==> src/rtl/w2n_lane_sched.sv <==
// Round-robin scheduler sharing one narrow output lane among NUM_REQ wide-word
// requesters; each granted word is serialized LSB slice first over valid/ready.
module w2n_lane_sched #(
  parameter  int NUM_REQ  = 4,
  parameter  int WIDE_W   = 16,
  parameter  int NARROW_W = 8,
  localparam int RATIO    = WIDE_W / NARROW_W,
  localparam int IDX_W    = (NUM_REQ > 1) ? $clog2(NUM_REQ) : 1,
  localparam int CNT_W    = (RATIO > 1) ? $clog2(RATIO) : 1
) (
  input  logic                        clk_narrow,
  input  logic                        rst_narrow_n,
  input  logic [NUM_REQ-1:0]          req_valid,
  input  logic [NUM_REQ*WIDE_W-1:0]   req_data,
  output logic [NUM_REQ-1:0]          req_ready,
  output logic                        out_valid,
  output logic [NARROW_W-1:0]         out_data,
  output logic                        out_last,
  output logic [IDX_W-1:0]            out_src,
  input  logic                        out_ready,
  output logic                        busy
);

  if ((WIDE_W % NARROW_W) != 0 || (WIDE_W / NARROW_W) < 2) begin : g_bad_ratio
    $error("w2n_lane_sched: WIDE_W must be an integer multiple >= 2 of NARROW_W");
  end
  if (NUM_REQ < 2 || NUM_REQ > 8) begin : g_bad_num_req
    $error("w2n_lane_sched: NUM_REQ must lie in 2..8");
  end

  typedef enum logic {IDLE, SEND} state_t;

  state_t              state_q, state_d;
  logic [CNT_W-1:0]    beat_cnt_q, beat_cnt_d;
  logic [WIDE_W-1:0]   shift_q, shift_d;
  logic [IDX_W-1:0]    src_q, src_d;
  logic [IDX_W-1:0]    last_grant_q, last_grant_d;
  logic [IDX_W-1:0]    scan;
  logic [IDX_W-1:0]    winner;
  logic                found;
  logic                last_beat;

  // Rotating priority scan: the requester just after the last grant wins ties.
  always_comb begin
    scan   = '0;
    winner = '0;
    found  = 1'b0;
    for (int k = 1; k <= NUM_REQ; k++) begin
      scan = IDX_W'((int'(last_grant_q) + k) % NUM_REQ);
      if (!found && req_valid[scan]) begin
        found  = 1'b1;
        winner = scan;
      end
    end
  end

  assign last_beat = (beat_cnt_q == CNT_W'(RATIO - 1));

  always_ff @(posedge clk_narrow or negedge rst_narrow_n) begin
    if (!rst_narrow_n) begin
      state_q      <= IDLE;
      beat_cnt_q   <= '0;
      shift_q      <= '0;
      src_q        <= '0;
      last_grant_q <= IDX_W'(NUM_REQ - 1);
    end else begin
      state_q      <= state_d;
      beat_cnt_q   <= beat_cnt_d;
      shift_q      <= shift_d;
      src_q        <= src_d;
      last_grant_q <= last_grant_d;
    end
  end

  always_comb begin
    state_d      = state_q;
    beat_cnt_d   = beat_cnt_q;
    shift_d      = shift_q;
    src_d        = src_q;
    last_grant_d = last_grant_q;
    case (state_q)
      IDLE: begin
        if (found) begin
          shift_d      = req_data[winner*WIDE_W +: WIDE_W];
          src_d        = winner;
          last_grant_d = winner;
          beat_cnt_d   = '0;
          state_d      = SEND;
        end
      end
      SEND: begin
        if (out_ready) begin
          if (last_beat) begin
            state_d    = IDLE;
            beat_cnt_d = '0;
          end else begin
            shift_d    = shift_q >> NARROW_W;
            beat_cnt_d = beat_cnt_q + 1'b1;
          end
        end
      end
      default: state_d = IDLE;
    endcase
  end

  // The grant strobe is also gated by reset so nothing is accepted while held in reset.
  always_comb begin
    req_ready = '0;
    out_valid = 1'b0;
    out_last  = 1'b0;
    busy      = 1'b0;
    case (state_q)
      IDLE: begin
        if (found && rst_narrow_n) req_ready[winner] = 1'b1;
      end
      SEND: begin
        out_valid = 1'b1;
        busy      = 1'b1;
        out_last  = last_beat;
      end
      default: ;
    endcase
  end

  assign out_data = shift_q[NARROW_W-1:0];
  assign out_src  = src_q;

endmodule

==> config.mk <==
export PLATFORM = sky130hd
export DESIGN_NAME = w2n_lane_sched
export DESIGN_NICKNAME = d
export VERILOG_FILES = /design/src/rtl/w2n_lane_sched.sv
export SDC_FILE = /design/constraint.sdc
export NUM_CORES = 1
export LEC_CHECK = 0
export CORE_MARGIN = 2
export CORE_UTILIZATION = 40
export CTS_BUF_LIST = sky130_fd_sc_hd__clkbuf_16
export DETAILED_ROUTE_END_ITERATION = 10
export PLACE_DENSITY_LB_ADDON = 0.05
export SYNTH_ARGS = -nofsm -noshare
export SYNTH_HDL_FRONTEND = slang
export SYNTH_SLANG_ARGS = --single-unit
==> constraint.sdc <==
create_clock -name clk_narrow -period 5.6 [get_ports clk_narrow]
set_input_delay 1.12 -clock clk_narrow [delete_from_list [all_inputs] [get_ports clk_narrow]]
set_output_delay 1.12 -clock clk_narrow [all_outputs]
set_load 0.02 [all_outputs]
# Word-level counts from Yosys, hierarchy flattened
# Cells that the tools add are included.
# totals
inputBits	71
word_cells	66
output_inout_bits	17
register_bits	22
# op_classes
n_shift	1
muxes	34
reduce_logical	11
order_cmp	6
n_eq_ne	3
bitwise	1
n_addsub	5
# op_table
operator	n
$shiftx 64x7->16	1
$mux 16	3
$pmux 16 s2	1
$mux 1	17
$lt 2x3->1 const B	5
$bmux 1 s2	4
$mux 2	4
$mux 4	2
$ne 2x2->1 const B	3
$logic_and 1x1->1	5
$add 2x1->2 const B	2
$add 2x2->2 const B	2
$pmux 1 s2	2
$reduce_and 2->1	2
$logic_not 1->1	3
$reduce_and 3->1	1
$demux 1 s2	1
$ge 2x1->1 const B	1
$add 1x1->1 const B	1
$not 1->1	1

# Depth between registers and ports, before layout
# Gate-level depths: netlist of the first run.
# logic_depth
word_depth	19
depth_mapped	8
depth_no_buf	5

# Worst setup path after synthesis of the first run
# OpenSTA, ideal clock, no wires.
# synth_timing
kind	input -> output
start	input req_valid[2]
end	output req_ready[3]
setup_slack_ps	2339
stages	5
t_arrival_ps	2141
path_buffers	2
cell_sequence	buf_2 buf_2 nor3b_1 o31a_1 and3_1
# synth_via
elab_chain_cells	18
word_cells_on_any_way	30
cone_classes	order compare (2); mux (20); reduce/logical (8)
# synth_lines
item	line_no	rtl
start: declaration	13	input logic [NUM_REQ-1:0] req_valid,
$bmux 1 s2	50	if (!found && req_valid[scan]) begin
$mux 1 (not written as such)	50	
$mux 1	50	
$logic_not 1->1	50	
$logic_and 1x1->1	50	
$mux 1	50	
$logic_not 1->1	50	
$logic_and 1x1->1	50	
[2 not listed]	--	
$logic_and 1x1->1	50	
$mux 2	50	
$lt 2x3->1 (not written as such) or $ge 2x1->1 (tied branches)	114	if (found && rst_narrow_n) req_ready[winner] = 1'b1;
$logic_and 1x1->1 (not written as such)	114	
$mux 1 (not written as such)	114	
$demux 1 s2	114	
$mux 4 (*)	114	
$mux 4 (*)	112	case (state_q)
end: declaration	15	output logic [NUM_REQ-1:0] req_ready,
# Mark *: on every way between the ends. The rest lies on a longest branch, timed or not. The select of a mux whose other input is x is not followed.

# Final worst setup path of the first run
# layout_timing
start	input req_valid[2]
end	output req_ready[0]
# Same word-level chain as after synthesis.

==> key figures, run 1 <==
Status
  • Outcome: finished, final reports clean

Yosys
  • Simple-Gate Fraction of Synth Area: 21.5%
  • Sequential fraction of the synthesis area: 30.2%
  • Synth Area in Adders: 0%
  • Fraction of registers with async set/reset: 100%
  • Synth Area in Compound Gates: 25.2%
  • Syn Area/Cell: 8.73 µm²
  • Largest family of logic cells by synthesized area: compound AO/OA/AOI/OAI gates
  • Yosys reg bits: 22
  • Mapped Nets: 281
  • Synthesized area: 1830 µm²
  • Leading area contributor after synthesis: dfrtp_1
  • Area contributors post-synth: dfrtp_1 27%, mux2i_1 10%, nor3b_1 7.0%, buf_4 4.5%, nand2_1 4.1%
  • YS warnings: 0
  • Number of synthesized flops with an enable pin: 0
  • Top FF cell, synth: dfrtp_1
  • Post-Synth XOR/XNOR Area: 0%
  • Cells after Synth: 210
  • Post-synthesis mux area share: 11.0%
  • Cell variety after synth: 42
  • Commonest cells post-synth: 20 x dfrtp_1, 20 x nand2_1, 19 x mux2i_1
  • Top cell type's share of synthesized area: 27.3%

Detailed routing
  • Final antenna-violating net count: 0
  • Vias per Instance: 5.33
  • TritonRoute pass-1 iters: 4
  • Initial drt markers: 120
  • Avg WL per Cell: 14.8 µm
  • Drc violations: 0
  • Via count: 1,752
  • DRT Wirelength: 4880 µm

Place
  • Place WS: 1160 ps
  • HPWL Detailed: 3540 µm
  • Port bufs: 87
  • RD Place Congestion: 0.795
  • Cell Area, Placed: 2610 µm²

Worst setup path
  • CP Launch Point: req_valid[2]
  • CP arrival: 3310 ps
  • Worst path required time: 4480 ps
  • Reg2Reg Launch Point: last_grant_q[1]
  • Type of origin of the critical path: input pin
  • Critical path type: in -> out
  • Worst-path maximum fanout: 17
  • Critical Path Sink Type: primary output

Timing
  • RSZ-0062 raised after global routing: no
  • # setup viols final: 0
  • Tmin final: 4430 ps
  • Fin Hold WS: 500 ps
  • Fmax: 0.226 GHz
  • Final hold vios: 0
  • Final WS setup: 1170 ps
  • Worst-case headroom to the max-slew limit: 59.4%
  • Final Max Slew Viols: 0
  • Worst slew pin tran: 609 ps
  • Setup TNS: 0 ps
  • Final worst path period share: 79.2%
  • Skew final: 1.95 ps

GRT
  • Grt met3 use: 3.94%
  • Met2 Usage GRT: 29.9%
  • Gr usage total: 19.5%
  • Met1 usage: 28.4%
  • Largest net degree at the start of global routing: 47
  • Initial antenna violation count: 0
  • Total congestion overflow: 0
  • Global routing's busiest layer: met2
  • Vias in the first global route: 1,612
  • First-pass GRT wire length: 7940 µm

Power
  • Peak VDD IR: 0.000190 V
  • Pwr dens: 383 nW/µm²
  • LEAKAGE: 0.00106 µW

Hold path
  • Worst hold path type: reg -> reg
  • Hold_sp: shift_q[5]

Final layout
  • Area growth, synth to finish: 46.6%
  • Final core occ: 61.3%
  • Final net count: 349
  • Ant diodes: 0
  • Final Cell Area: 2690 µm²
  • Share of layout cells above drive strength 1: 5.78%

Floorplan
  • Initial core utilization: 41.8%
  • Die ar.: 5140 µm²
  • IO Count: 88
  • Die height: 71.7 µm
  • Die width: 71.7 µm
  • # rows: 24
  • Core area: 4380 µm²

Clock tree
  • Cts hold-fix bufs: 0
  • Clk buf depth: 2
  • Cts bufs inserted: 3
  • Setup Fix Bufs, Post-CTS: 0
  • CTS tree: yes
  • Root buf cell: clkbuf_16
  • Worst-path clk slew: 60 ps
  • Clk_lat worst skew: 250 ps
  • Post-cts sizing count: 0
  • Total clock sinks: 22
  • H-tree depth: 1

Job
  • Max-Cap Viols: 0
==> registers in the layout, indices dropped and copies added (netlist names) <==
register	flops
beat_cnt_q	1
out_src	2
state_q	1
shift_q	16
last_grant_q	2
==> worst paths after layout <==
check / end / slack, ps / cells after the start
setup / recovery: req_ready[0] / 1170 / 5
max in group asynchronous: last_grant_q[0] / 4070 / 2
hold / removal: shift_q[5] / 500 / 1
hold reg to reg: shift_q[5] / 500 / 1
setup reg to reg: shift_q[2] / 3560 / 6
min in group asynchronous: out_src[0] / 1240 / 2
==> stage by stage <==
stage / total power, µW / std cells
final: 1030 / 329
after global routing: 1110 / 329
after CTS: 1040 / 329
after detailed placement: 883 / 325
after global placement: 876 / 325
after floorplan: 736 / 210
==> power breakdown <==
group          internal [µW]  switching [µW]
clock                   95.2            55.7
sequential               232            57.7
combinational            280             309
total                    607             422
==> placed cells by master, fill, tap and decap left out, types with 3 or more instances in the layout <==
master           synthesis  final
a21oi_1                 10     10
a22o_1                   8      8
a22oi_1                  7      7
a41oi_1                  7      7
and3_1                   3      3
buf_4                   11      3
clkbuf_16                0      3
clkdlybuf4s50_1          0     87
dfrtp_1                 20     20
inv_1                   11     12
mux2i_1                 19     19
nand2_1                 20     20
nand2b_1                 3      3
nand3_1                  8      8
nor2_1                   5      5
nor2b_1                  5      5
nor3b_1                 17     17
o211ai_1                 8      8
o21ai_0                  4      4
o21ai_1                  3      3
==> metal layers <==
| metal | routed length (µm) | share of wire (%) | up-vias |
|---|---|---|---|
| li1 | - | - | 897 |
| met1 | 2390 | 49 | 778 |
| met2 | 2100 | 43 | 72 |
| met3 | 351 | 7.2 | 5 |
| met4 | 44 | 0.90 | 0 |
| met5 | 0 | 0 | - |
==> cell type report <==
| type | count | area [µm²] |
|---|---|---|
| Inverter | 11 | 41.3 |
| Tap cell | 52 | 65.1 |
| Clock inverter | 1 | 3.75 |
| Fill cell | 388 | 1700 |
| Sequential cell | 22 | 553 |
| Clock buffer | 3 | 75.1 |
| Multi-Input combinational cell | 150 | 1060 |
| Timing Repair Buffer | 90 | 893 |
==> logic make-up after synthesis <==
family	after synthesis
DFF	22
buffers and inverters	38
muxes	20
and+or+nand+nor	69
AOI/OAI and AO/OA	61
==> critical path: stages <==
cell	delay, ps
clkdlybuf4s50_1	700
o21ba_1	320
o221ai_2	350
and3_1	210
clkdlybuf4s50_1	610
Note: power is estimated with default switching activity, not from simulation.
==> run 2, diff against run 1 <==
- clock period: 5.6 -> 4.2 ns (I/O delays scaled with it)
==> key figures, run 2 (synthesis gave the netlist of run 1 again) <==
Status
  • Outcome: finished, final reports clean

Floorplan
  • # rows: 24
  • Initial core utilization: 41.8%
  • Die ar.: 5140 µm²
  • Core area: 4380 µm²
  • Die height: 71.7 µm
  • Die width: 71.7 µm
  • IO Count: 88

Final layout
  • Final Cell Area: 2700 µm²
  • Most frequent cells in the layout: 87 x clkdlybuf4s50_1, 20 x nand2_1, 20 x dfrtp_1
  • Area growth, synth to finish: 47.4%
  • Commonest non-fill, non-tap cell in the layout: clkdlybuf4s50_1
  • Max FFs per register: 16
  • Biggest register: shift_q
  • Ant diodes: 0
  • FILL cells: 415
  • Final net count: 351
  • Share of layout cells above drive strength 1: 6.45%

GRT
  • Initial antenna violation count: 0
  • Total congestion overflow: 0
  • Largest net degree at the start of global routing: 40
  • Gr usage total: 19.3%
  • First-pass GRT wire length: 8000 µm
  • Vias in the first global route: 1,658

Worst setup path
  • Critical path type: in -> out
  • Worst-path maximum fanout: 12
  • Type of origin of the critical path: input pin
  • Critical Path Sink Type: primary output
  • Most Frequent Cell on Critical Path: clkdlybuf4s50_1
  • Worst path required time: 3360 ps
  • Slowest CP cell: clkdlybuf4s50_1
  • CP arrival: 2990 ps
  • Crit-path max cell delay: 640 ps
  • Cell breakdown of the critical path: clkdlybuf4s50_1 > o21ba_1 > o221ai_2 > and3_1 > clkdlybuf4s50_1
  • R2r setup slk: 2140 ps

Timing
  • Skew final: 3.44 ps
  • RSZ-0062 raised after global routing: no
  • Final worst path period share: 91.2%
  • # setup viols final: 0
  • Final hold vios: 0
  • Final Max Slew Viols: 0
  • Fin Hold WS: 508 ps
  • Worst slew pin tran: 583 ps
  • Tmin final: 3830 ps
  • Worst-case headroom to the max-slew limit: 61.1%
  • Setup TNS: 0 ps
  • Fmax: 0.261 GHz

Clock tree
  • Clk buf depth: 2
  • CTS tree: yes
  • H-tree depth: 1
  • Worst-path clk slew: 50 ps
  • Root buf cell: clkbuf_16
  • Cts bufs inserted: 3
  • Setup Fix Bufs, Post-CTS: 0
  • Post-cts sizing count: 0
  • Clk_lat worst skew: 250 ps
  • Total clock sinks: 22
  • Cts hold-fix bufs: 0

Power
  • Pwr dens: 508 nW/µm²
  • Tot Pwr: 1370 µW
  • Peak VDD IR: 0.000227 V
  • LEAKAGE: 0.00107 µW

Detailed routing
  • Drc violations: 0
  • Final antenna-violating net count: 0
  • Avg WL per Cell: 14.8 µm
  • Initial drt markers: 136
  • DRT Wirelength: 4910 µm
  • Vias per Instance: 5.32
  • Via count: 1,762
  • TritonRoute pass-1 iters: 4

Place
  • Cell Area, Placed: 2630 µm²
  • Port bufs: 87
  • RD Place Congestion: 0.884
  • HPWL Detailed: 3600 µm

Hold path
  • Worst hold path type: reg -> reg

Job
  • Max-Cap Viols: 0
-- run 2: changes by cell type in the layout (fill, tap and decap cells not counted) --
cell,delta
inv_1,-1
clkinv_1,+1
buf_4,+2
-- run 2: area by class of cell --
| type | instances | area, µm² | share of cell area [%] |
|---|---|---|---|
| Sequential cell | 22 | 553 | 20.5 |
| Timing Repair Buffer | 92 | 908 | 33.6 |
| Tap cell | 52 | 65.1 | 2.41 |
| Inverter | 11 | 41.3 | 1.53 |
| Clock inverter | 1 | 3.75 | 0.139 |
| Clock buffer | 3 | 75.1 | 2.78 |
| Multi-Input combinational cell | 150 | 1060 | 39.1 |
-- run 2: metrics by stage --
stage                     util (%)  setup WS [ps]  std cells
after floorplan                  -           1500        210
after global placement        59.9            430        327
after detailed placement      59.9            368        327
after CTS                     61.7            371        331
after global routing          61.7            213        331
final                         61.7            369        331
-- run 2: path summary, 6_finish.rpt --
path                                  from  cells after the start              end
hold reg to reg                 shift_q[6]                      1       shift_q[6]
min in group asynchronous     rst_narrow_n                      2       shift_q[9]
setup / recovery              req_valid[3]                      5     req_ready[0]
hold / removal                  shift_q[6]                      1       shift_q[6]
max in group asynchronous     rst_narrow_n                      2  last_grant_q[0]
setup reg to reg           last_grant_q[1]                      6       shift_q[2]
-- run 2: routing by layer --
metal	global-route usage, %	part of all wire (%)
met5	0	0
met4	2.52	0.35
met3	4.22	7.9
met2	30.3	44
met1	28.1	48
-- run 2: report_power, final --
part | internal, µW | switching [µW]
logic | 377 | 410
clock network | 127 | 69.7
registers | 309 | 81.6
-- run 2: worst max-delay path, delay by kind of cell --
family	cells	cell delay (ps)
AOI/OAI and AO/OA	2	680
buffers and inverters	2	1240
and+or+nand+nor	1	220
